### config.mk
export PLATFORM = sky130hd
export DESIGN_NAME = eth_rx
export DESIGN_NICKNAME = d
export VERILOG_FILES = /design/src/rtl/eth_rx_pkg.sv /design/src/rtl/eth_crc32.sv /design/src/rtl/eth_rx.sv
export SDC_FILE = /design/constraint.sdc
export NUM_CORES = 1
export LEC_CHECK = 0
export ABC_AREA = 0
export BUFFER_PORTS_ARGS = -buffer_cell sky130_fd_sc_hd__buf_4
export CORE_UTILIZATION = 54
export DETAILED_ROUTE_END_ITERATION = 12
export HOLD_SLACK_MARGIN = 0.08
export PLACE_DENSITY = 0.73
export SLEW_MARGIN = 0
export SYNTH_ARGS = -nofsm -noshare
export SYNTH_HDL_FRONTEND = slang
export SYNTH_HIERARCHICAL = 1
export SYNTH_SLANG_ARGS = --single-unit
export TNS_END_PERCENT = 10
### constraint.sdc
create_clock -name Clk -period 7.05 [get_ports Clk]
set_input_delay 1.7625 -clock Clk [delete_from_list [all_inputs] [get_ports Clk]]
set_output_delay 1.7625 -clock Clk [all_outputs]
set_load 0.01 [all_outputs]
### src/rtl/eth_rx_pkg.sv
// Shared types and constants for the RMII receive path and its CRC-32 helper.
package eth_rx_pkg;

   localparam int          pMII_WIDTH   = 2;
   localparam logic [1:0]  cPRE_DIBIT   = 2'b01;
   localparam logic [1:0]  cSFD_DIBIT   = 2'b11;
   localparam logic [31:0] cCRC_RESIDUE = 32'hDEBB20E3;
   localparam logic [31:0] cCRC_POLY    = 32'hEDB88320;

   typedef enum logic [2:0] {
      DROP,
      IDLE,
      PREAMBLE,
      DEST_ADDR,
      SRC_ADDR,
      LEN_TYPE,
      DATA
   } state_t;

   // One byte through the reflected CRC-32, LSB of the byte first.
   function automatic logic [31:0] crc32_byte(input logic [31:0] crc, input logic [7:0] data);
      logic [31:0] c;
      c = crc ^ {24'd0, data};
      for (int i = 0; i < 8; i++) begin
         c = c[0] ? ((c >> 1) ^ cCRC_POLY) : (c >> 1);
      end
      return c;
   endfunction

endpackage

### src/rtl/eth_crc32.sv
// Byte-wide reflected CRC-32 register (init all ones, no final XOR).
module eth_crc32
   import eth_rx_pkg::*;
(
   input  logic        Clk,
   input  logic        Rst,
   input  logic        Init,
   input  logic        En,
   input  logic [7:0]  Data,
   output logic [31:0] Crc
);

   logic [31:0] crc_q;
   logic [31:0] crc_d;

   always_comb begin
      crc_d = crc_q;
      if (Init) begin
         crc_d = '1;
      end else if (En) begin
         crc_d = crc32_byte(crc_q, Data);
      end
   end

   always_ff @(posedge Clk) begin
      if (Rst) begin
         crc_q <= '1;
      end else begin
         crc_q <= crc_d;
      end
   end

   assign Crc = crc_q;

endmodule

### src/rtl/eth_rx.sv
// RMII receive path: preamble/SFD detection, header extraction, FCS-stripped
// payload streaming and per-frame good/error reporting.
module eth_rx
   import eth_rx_pkg::*;
#(
   parameter int pMIN_FRAME_BYTES = 64,
   parameter int pMAX_FRAME_BYTES = 1518
) (
   input  logic                  Clk,
   input  logic                  Rst,
   input  logic                  Rx_En,
   input  logic [pMII_WIDTH-1:0] Rx_Data,
   input  logic                  Crs_Dv,
   output logic [7:0]            Rx_Byte,
   output logic                  Rx_Byte_Vld,
   output logic                  Rx_Sof,
   output logic                  Rx_Eof,
   output logic                  Frame_Ok,
   output logic                  Frame_Err,
   output logic [47:0]           Dest_Addr,
   output logic [47:0]           Src_Addr,
   output logic [15:0]           Len_Type,
   output state_t                Dbg_State
);

   localparam int                cCNT_W  = $clog2(pMAX_FRAME_BYTES + 2);
   localparam logic [cCNT_W-1:0] cMAX_P1 = cCNT_W'(pMAX_FRAME_BYTES + 1);
   localparam logic [cCNT_W-1:0] cMIN    = cCNT_W'(pMIN_FRAME_BYTES);

   state_t              state_q, state_d;
   logic [1:0]          cnt_q, cnt_d;
   logic [7:0]          shift_q, shift_d;
   logic [1:0]          pre_q, pre_d;
   logic [cCNT_W-1:0]   byte_cnt_q, byte_cnt_d, cnt_inc;
   logic [111:0]        hdr_q, hdr_d;
   logic [31:0]         dly_q, dly_d;
   logic [2:0]          fill_q, fill_d;
   logic                sof_pend_q, sof_pend_d;
   logic [7:0]          byte_q, byte_d;
   logic                vld_q, vld_d, sof_q, sof_d, eof_q, eof_d, ok_q, ok_d, err_q, err_d;
   logic [47:0]         dest_q, dest_d, src_q, src_d;
   logic [15:0]         len_q, len_d;
   logic [7:0]          new_byte;
   logic                crc_init, crc_en;
   logic [31:0]         crc;

   assign new_byte = {Rx_Data, shift_q[7:2]};
   assign cnt_inc  = (byte_cnt_q == cMAX_P1) ? byte_cnt_q : byte_cnt_q + 1'b1;

   eth_crc32 u_crc (
      .Clk  (Clk),
      .Rst  (Rst),
      .Init (crc_init),
      .En   (crc_en),
      .Data (new_byte),
      .Crc  (crc)
   );

   always_comb begin
      state_d    = state_q;
      cnt_d      = cnt_q;
      shift_d    = shift_q;
      pre_d      = pre_q;
      byte_cnt_d = byte_cnt_q;
      hdr_d      = hdr_q;
      dly_d      = dly_q;
      fill_d     = fill_q;
      sof_pend_d = sof_pend_q;
      byte_d     = byte_q;
      dest_d     = dest_q;
      src_d      = src_q;
      len_d      = len_q;
      vld_d      = 1'b0;
      sof_d      = 1'b0;
      eof_d      = 1'b0;
      ok_d       = 1'b0;
      err_d      = 1'b0;
      crc_init   = 1'b0;
      crc_en     = 1'b0;

      case (state_q)
         DROP: begin
            if (!Crs_Dv) state_d = IDLE;
         end
         IDLE: begin
            crc_init = 1'b1;
            if (Crs_Dv && Rx_Data == cPRE_DIBIT) begin
               state_d = Rx_En ? PREAMBLE : DROP;
               pre_d   = 2'd1;
            end
         end
         PREAMBLE: begin
            crc_init = 1'b1;
            if (!Crs_Dv) begin
               state_d = DROP;
            end else if (Rx_Data == cPRE_DIBIT) begin
               pre_d = (pre_q == 2'd2) ? 2'd2 : pre_q + 2'd1;
            end else if (Rx_Data == cSFD_DIBIT && pre_q == 2'd2) begin
               state_d    = DEST_ADDR;
               cnt_d      = 2'd0;
               byte_cnt_d = '0;
               fill_d     = 3'd0;
               sof_pend_d = 1'b1;
            end else begin
               state_d = DROP;
            end
         end
         default: begin
            if (!Crs_Dv) begin
               eof_d   = 1'b1;
               state_d = IDLE;
               if (cnt_q != 2'd0 || byte_cnt_q < cMIN || crc != cCRC_RESIDUE) err_d = 1'b1;
               else                                                          ok_d  = 1'b1;
            end else begin
               shift_d = new_byte;
               cnt_d   = cnt_q + 2'd1;
               if (cnt_q == 2'd3) begin
                  crc_en     = 1'b1;
                  byte_cnt_d = cnt_inc;
                  if (cnt_inc == cMAX_P1) begin
                     state_d = DROP;
                     eof_d   = 1'b1;
                     err_d   = 1'b1;
                  end else if (state_q == DATA) begin
                     // Four-byte delay line holds back the FCS until the frame ends.
                     dly_d = {dly_q[23:0], new_byte};
                     if (fill_q == 3'd4) begin
                        byte_d     = dly_q[31:24];
                        vld_d      = 1'b1;
                        sof_d      = sof_pend_q;
                        sof_pend_d = 1'b0;
                     end else begin
                        fill_d = fill_q + 3'd1;
                     end
                  end else begin
                     hdr_d = {hdr_q[103:0], new_byte};
                     if (cnt_inc == cCNT_W'(6))  state_d = SRC_ADDR;
                     if (cnt_inc == cCNT_W'(12)) state_d = LEN_TYPE;
                     if (cnt_inc == cCNT_W'(14)) begin
                        state_d = DATA;
                        dest_d  = hdr_d[111:64];
                        src_d   = hdr_d[63:16];
                        len_d   = hdr_d[15:0];
                     end
                  end
               end
            end
         end
      endcase
   end

   always_ff @(posedge Clk) begin
      if (Rst) begin
         state_q    <= DROP;
         cnt_q      <= '0;
         shift_q    <= '0;
         pre_q      <= '0;
         byte_cnt_q <= '0;
         hdr_q      <= '0;
         dly_q      <= '0;
         fill_q     <= '0;
         sof_pend_q <= 1'b0;
         byte_q     <= '0;
         vld_q      <= 1'b0;
         sof_q      <= 1'b0;
         eof_q      <= 1'b0;
         ok_q       <= 1'b0;
         err_q      <= 1'b0;
         dest_q     <= '0;
         src_q      <= '0;
         len_q      <= '0;
      end else begin
         state_q    <= state_d;
         cnt_q      <= cnt_d;
         shift_q    <= shift_d;
         pre_q      <= pre_d;
         byte_cnt_q <= byte_cnt_d;
         hdr_q      <= hdr_d;
         dly_q      <= dly_d;
         fill_q     <= fill_d;
         sof_pend_q <= sof_pend_d;
         byte_q     <= byte_d;
         vld_q      <= vld_d;
         sof_q      <= sof_d;
         eof_q      <= eof_d;
         ok_q       <= ok_d;
         err_q      <= err_d;
         dest_q     <= dest_d;
         src_q      <= src_d;
         len_q      <= len_d;
      end
   end

   assign Rx_Byte     = byte_q;
   assign Rx_Byte_Vld = vld_q;
   assign Rx_Sof      = sof_q;
   assign Rx_Eof      = eof_q;
   assign Frame_Ok    = ok_q;
   assign Frame_Err   = err_q;
   assign Dest_Addr   = dest_q;
   assign Src_Addr    = src_q;
   assign Len_Type    = len_q;
   assign Dbg_State   = state_q;

endmodule

==> metrics.md, run 1 <==
| Metric | Value |
|---|---|
| Outcome | `complete, no violations` |
| Pin slew with the least headroom to its limit | `1.18 ns` |
| Maximum level of the CTS H-tree | `2` |
| Clock-pin slew on the worst setup and hold paths | `0.06 ns` |
| Synth Area in Simple Gates | `18.4%` |
| Compound-Gate Fraction of Synth Area | `18.6%` |
| DIE AREA | `0.0251 mm^2` |
| Post-layout min period | `4.37 ns` |
| Met3 Wirelength | `1.41 mm` |
| Drc violations | `0` |
| Top layer reached by signal wires | `met4` |
| Most common cell after layout, fill and taps aside | `dfxtp_1` |
| Main combinational cell family by area after synthesis | `compound AO/OA/AOI/OAI gates` |
| Post_cts resized | `0` |
| Slew Limit Headroom | `21.1%` |
| Final worst slack | `2.68 ns` |
| Row count | `56` |
| Setup Buffers After CTS | `0` |
| Filler cells | `2082` |
| Vias in the first global route | `10100` |
| Post-synthesis mux area share | `3.10%` |
| CTS root buffer | `clkbuf_16` |
| Register area share after synthesis | `48.6%` |
| Fin nets | `1641` |
| Fin Clk Skew | `0.0243 ns` |
| TritonCTS clock tree | `yes` |
| CORE AREA | `0.0238 mm^2` |
| Diodes inserted | `0` |
| Most frequent cells in the layout | `dfxtp_1, nand2_1, a21oi_1, o21ai_0, buf_4` |
| XOR/XNOR Fraction of Synth Area | `5.84%` |
| Setup crit end kind | `register` |
| Final wirelength | `31.2 mm` |
| Pin count of the biggest net entering global routing | `217` |
| TNS Setup | `0 ns` |
| Multi-input logic area | `0.00622 mm^2` |
| Post-Syn Nets | `1598` |
| Async SR Flop Fraction | `0%` |
| MaxCap Viol Count | `0` |
| Clk Latency, worst-skew pair | `0.52 ns` |
| Final ANT Viol Nets | `0` |
| Num ports | `134` |
| Synth Warn # | `6` |
| Top FF cell, synth | `dfxtp_1` |
| Maximum root-to-sink buffer count | `3` |
| Layout cells sized above 1 | `13.0%` |
| Worst Hold Class | `reg -> reg` |
| Final Hold Fails | `0` |
| Mean Syn Cell Area | `8.35 um^2` |
| Num CTS Buffers | `34` |
| Dpl cells | `1911` |
| Area Growth Syn to Fin | `15.1%` |
| DR vias/cell | `5.69` |
| Initial Util | `55.7%` |
| First-pass GRT wire length | `50.5 mm` |
| Die Span Y | `159 um` |
| Initial antenna violation count | `0` |
| First drt pass iteration count | `5` |
| Starting DRC count in detailed routing | `1100` |
| GR Overflow Total | `0` |
| Critical path data arrival time | `4.80 ns` |
| Final period util | `62.0%` |
| HPWL reported at the end of detailed placement | `19.0 mm` |
| Met2 wire len | `14.7 mm` |
| Power Density | `242 mW/mm^2` |
| Adder-Cell Fraction of Synth Area | `0.662%` |
| Vias | `11200` |
| Cells after synthesis | `1585` |
| Met1 Wirelength | `14.4 mm` |
| CP startpoint kind | `register` |
| IO buf count | `133` |
| Pins over their slew limit | `0` |
| Post-synth cell types | `70` |
| Non-filler instance count after layout | `1967` |
| Register Area | `0.00643 mm^2` |
| Unrepaired setup endpoints after global routing | `false` |
| Die width | `159 um` |
| Area of the mapped netlist | `0.0132 mm^2` |
| Final setup vio count | `0` |
| Max Clock Freq | `0.229 GHz` |
| Final RePlAce weighted congestion | `0.874` |
| Gr usage total | `24.6%` |
| Setup CP Type | `reg -> reg` |
| Post-synth EDFFs | `0` |
| CTS Sinks | `321` |
| Worst VDD drop | `0.000162 V` |
| Worst EP required | `7.48 ns` |
| Wire length per cell | `15.9 um` |
| Synthesized flop and latch total | `321` |
| P_leak | `5.65 nW` |
| Max FO, Critical Path | `102` |
| # hold bufs at CTS | `0` |
| Post-Place Worst Slack | `2.40 ns` |
## power breakdown
group,leakage (nW),switching [W],internal (W)
sequential,2.59,0.0000160,0.00182
combinational,2.55,0.000118,0.0000612
clock,0.511,0.000694,0.000976
total,5.65,0.000828,0.00286
## path summary, 6_finish.rpt
kind	cells past startpoint	to	from	slack, ns
worst max register to register	9	Src_Addr[25]$_SDFFE_PP0P_	byte_cnt_q[0]$_SDFFE_PP0P_	2.68
worst min register to register	2	hdr_q[100]$_SDFFE_PP0P_	hdr_q[100]$_SDFFE_PP0P_	0.46
worst min-delay path	2	hdr_q[100]$_SDFFE_PP0P_	hdr_q[100]$_SDFFE_PP0P_	0.46
worst max-delay path	9	Src_Addr[25]$_SDFFE_PP0P_	byte_cnt_q[0]$_SDFFE_PP0P_	2.68
## critical path, stage by stage (launching register included)
cell	delay [ns]
dfxtp_1	0.58
ha_1	0.53
and3_1	0.28
o21ai_0	0.10
a211oi_1	0.49
o22a_1	0.44
a211o_4	0.81
buf_4	0.63
o21ai_0	0.17
a21oi_1	0.19
## layout make-up
type	instances	area share, %
Tap cell	319	2.62
Clock buffer	50	6.51
Sequential cell	321	42.2
Inverter	15	0.370
Timing Repair Buffer	142	7.13
Clock inverter	6	0.361
Multi-Input combinational cell	1114	40.8
## routing by layer
| metal | track usage (%) | vias to the layer above |
|---|---|---|
| met5 | 0 | - |
| met4 | 7.33 | 0 |
| met3 | 3.40 | 51 |
| met2 | 39.3 | 298 |
| met1 | 34.5 | 5295 |
| li1 | - | 5553 |
## through the flow
stage               cell area (um^2)  power [W]  util [%]  hold slack [ns]
finish                         15200    0.00369      64.1            0.456
CTS                            15200    0.00371      64.1            0.457
global placement               14200    0.00205      59.7            0.442
global route                   15200    0.00381      64.1            0.477
floorplan                      13200    0.00200         -            0.425
detailed placement             14200    0.00205      59.7            0.448
## logic make-up (layout without fill, tap and decap cells)
| logic type | Yosys count | in the layout |
|---|---|---|
| xor+xnor | 71 | 71 |
| buf+inv | 150 | 213 |
| flops | 321 | 321 |
| simple gates | 545 | 545 |
| mux | 41 | 41 |
| compound gates | 450 | 450 |
| fa+ha+maj | 7 | 7 |
## cell usage after synthesis, types with 13 or more instances
master	count	area (um^2)
dfxtp_1	321	6430
nand2_1	255	957
a21oi_1	239	1200
o21ai_0	146	731
nand3_1	118	591
nor2_1	91	342
clkbuf_1	86	323
buf_2	43	215
mux2i_1	41	410
xnor2_1	39	342
xor2_1	18	158
o211ai_1	15	113
inv_1	13	48.8
## flip-flops by register name, summed over array words and instances (netlist names), 2 cells and up
signal and cells:
Dbg_State 3, Dest_Addr 48, Len_Type 16, Rx_Byte 8, Src_Addr 48, byte_cnt_q 11
cnt_q 2, dly_q 32, fill_q 3, hdr_q 104, pre_q 2, shift_q 6
u_crc/Crc 32
Note: power is estimated with default switching activity, not from simulation.
==> inputs of run 2 (changes only) <==
Settings changed: CORE_UTILIZATION 54 to 53, PLACE_DENSITY 0.73 to 0.75.
Clock period 7.05 ns to 3.9 ns, I/O delays scaled along.
==> run 2 against run 1 <==
  * Clock power increased by 120%
  * Sequential cell count unchanged
  * Largest cell class unchanged
  * Clock-buffer cell count decreased by 5
  * Global-route usage decreased by 0.80 points
  * Utilization about the same
  * Total power increased by 98%
  * Die area increased by 1.9%
  * Sequential share of layout area decreased by 1.1 points
  * Combinational power increased by 83%
  * Critical path depth decreased by 1
  * Fmax increased by 27%
==> metrics.md, run 2 (synthesis results as in run 1) <==
| Metric | Value |
|---|---|
| GR Layer Usage met1 | `32.8%` |
| Worst EP required | `4.30 ns` |
| CTS Sinks | `321` |
| Pins over their slew limit | `0` |
| Pin count of the biggest net entering global routing | `183` |
| CP dominant cell by count | `nand4_1` |
| Sw Ratio | `21.6%` |
| Final setup vio count | `0` |
| Maximum root-to-sink buffer count | `3` |
| Pin slew with the least headroom to its limit | `0.906 ns` |
| Worst VDD drop | `0.000357 V` |
| Initial Util | `54.3%` |
| R2R Setup Slk | `0.46 ns` |
| Power Density | `466 mW/mm^2` |
| Critical path data arrival time | `3.85 ns` |
| Num CTS Buffers | `34` |
| P_leak | `5.85 nW` |
| Cells on worst reg2reg path | `8` |
| Post_cts resized | `0` |
| Non-filler instance count after layout | `1984` |
| CP cell instances | `ha_1 -> nand4_1 -> nor3_1 -> xnor2_1 -> nand4_1 -> o41ai_1 -> o21ai_0 -> a221oi_1` |
| CTS root buffer | `clkbuf_16` |
| Area Growth Syn to Fin | `18.2%` |
| Unrepaired setup endpoints after global routing | `false` |
| Num ports | `134` |
| GR Util met3 | `3.74%` |
| Fin nets | `1649` |
| Die Span Y | `160 um` |
| Largest Register | `hdr_q` |
| Wire length per cell | `15.7 um` |
| TNS Setup | `0 ns` |
| Final Hold Fails | `0` |
| DIE AREA | `0.0256 mm^2` |
| Most common cell after layout, fill and taps aside | `dfxtp_1` |
| Final period util | `88.3%` |
| Sequential share of power | `45.5%` |
| Post-layout min period | `3.44 ns` |
| GR Overflow Total | `0` |
| Diodes inserted | `0` |
| Die width | `160 um` |
| HPWL reported at the end of detailed placement | `19.3 mm` |
| P_sw | `0.00158 W` |
| Most frequent cells in the layout | `dfxtp_1, nand2_1, a21oi_1, o21ai_0, buf_4` |
| IO buf count | `133` |
| Layout cells sized above 1 | `14.0%` |
| Clk Latency, worst-skew pair | `0.52 ns` |
| MaxCap Viol Count | `0` |
| Max Clock Freq | `0.290 GHz` |
| DR vias/cell | `5.64` |
| Final RePlAce weighted congestion | `0.886` |
| Final wirelength | `31.2 mm` |
| Vias in the first global route | `10200` |
| Met2 Usage GRT | `37.8%` |
| Initial antenna violation count | `0` |
| Multi-input logic area | `0.00622 mm^2` |
| Setup Buffers After CTS | `0` |
| Vias | `11200` |
| Dpl cells | `1924` |
| Outcome | `complete, no violations` |
| Hold path depth | `2` |
| First drt pass iteration count | `5` |
| Clock power frac | `50.0%` |
| Drc violations | `0` |
| Starting DRC count in detailed routing | `842` |
| Final ANT Viol Nets | `0` |
| # hold bufs at CTS | `0` |
| Max reg flops | `104` |
| CORE AREA | `0.0244 mm^2` |
| GRT Max-Usage Layer | `met2` |
| Comb power frac | `4.5%` |
| Worst Hold Class | `reg -> reg` |
| Max FO, Critical Path | `15` |
| Row count | `57` |
| Slowest cell on crit path | `o41ai_1` |
| WP depth | `8` |
| Filler cells | `2063` |
| Clock-pin slew on the worst setup and hold paths | `0.06 ns` |
| Slew Limit Headroom | `39.6%` |
| CP peak stage delay | `0.73 ns` |
| Gr usage total | `23.8%` |
| Pint | `0.00572 W` |
| Register Area | `0.00643 mm^2` |
| Maximum level of the CTS H-tree | `2` |
| CP startpoint kind | `register` |
| Setup crit end kind | `register` |
| Fin Clk Skew | `0.0178 ns` |
| Largest delay share family, worst path | `compound AO/OA/AOI/OAI gates` |
| First-pass GRT wire length | `51.1 mm` |
| Setup CP Type | `reg -> reg` |
| Overall power | `0.00730 W` |
| Buf/Inv on CP | `0` |
| TritonCTS clock tree | `yes` |
run 2: power by group through the flow:
stage	combinational (W)	clock [W]	sequential [W]
2_1_floorplan	0.000250	0	0.00337
3_3_place_gp	0.000315	0	0.00339
3_5_place_dp	0.000322	0	0.00339
4_1_cts	0.000323	0.00370	0.00332
5_1_grt	0.000357	0.00385	0.00332
6_report	0.000327	0.00365	0.00332
run 2: worst paths after layout:
kind	to	from
setup / recovery	Dbg_State[1]$_SDFFE_PP0P_	byte_cnt_q[0]$_SDFFE_PP0P_
hold / removal	hdr_q[99]$_SDFFE_PP0P_	hdr_q[99]$_SDFFE_PP0P_
setup reg to reg	Dbg_State[1]$_SDFFE_PP0P_	byte_cnt_q[0]$_SDFFE_PP0P_
hold reg to reg	hdr_q[99]$_SDFFE_PP0P_	hdr_q[99]$_SDFFE_PP0P_
run 2: worst min-delay path, cell delays in order, from the launching register on:
cell,delay (ns)
dfxtp_1,0.31
nand2_1,0.05
a21oi_1,0.05
run 2: per-layer routing:
metal | up-vias | share of wire, %
li1 | 5567 | -
met1 | 5270 | 45
met2 | 299 | 47
met3 | 55 | 5.3
met4 | 0 | 2.6
met5 | - | 0
run 2: layout make-up:
type,count,area share (%)
repair buffers,150,8.04
well taps,324,2.59
inverters,15,0.360
clock buffers,45,6.29
flip-flops and latches,321,41.1
clock inverters,15,1.92
multi-input cells,1114,39.7
run 2: stage by stage:
step | setup slack (ns) | instance area, um^2 | hold WS (ns) | util (%)
floorplan | 1.09 | 13200 | 0.425 | -
global placement | 0.616 | 14400 | 0.443 | 58.9
detailed placement | 0.531 | 14400 | 0.449 | 58.9
CTS | 0.507 | 15600 | 0.457 | 64.1
global route | 0.228 | 15600 | 0.469 | 64.1
finish | 0.456 | 15600 | 0.456 | 64.1
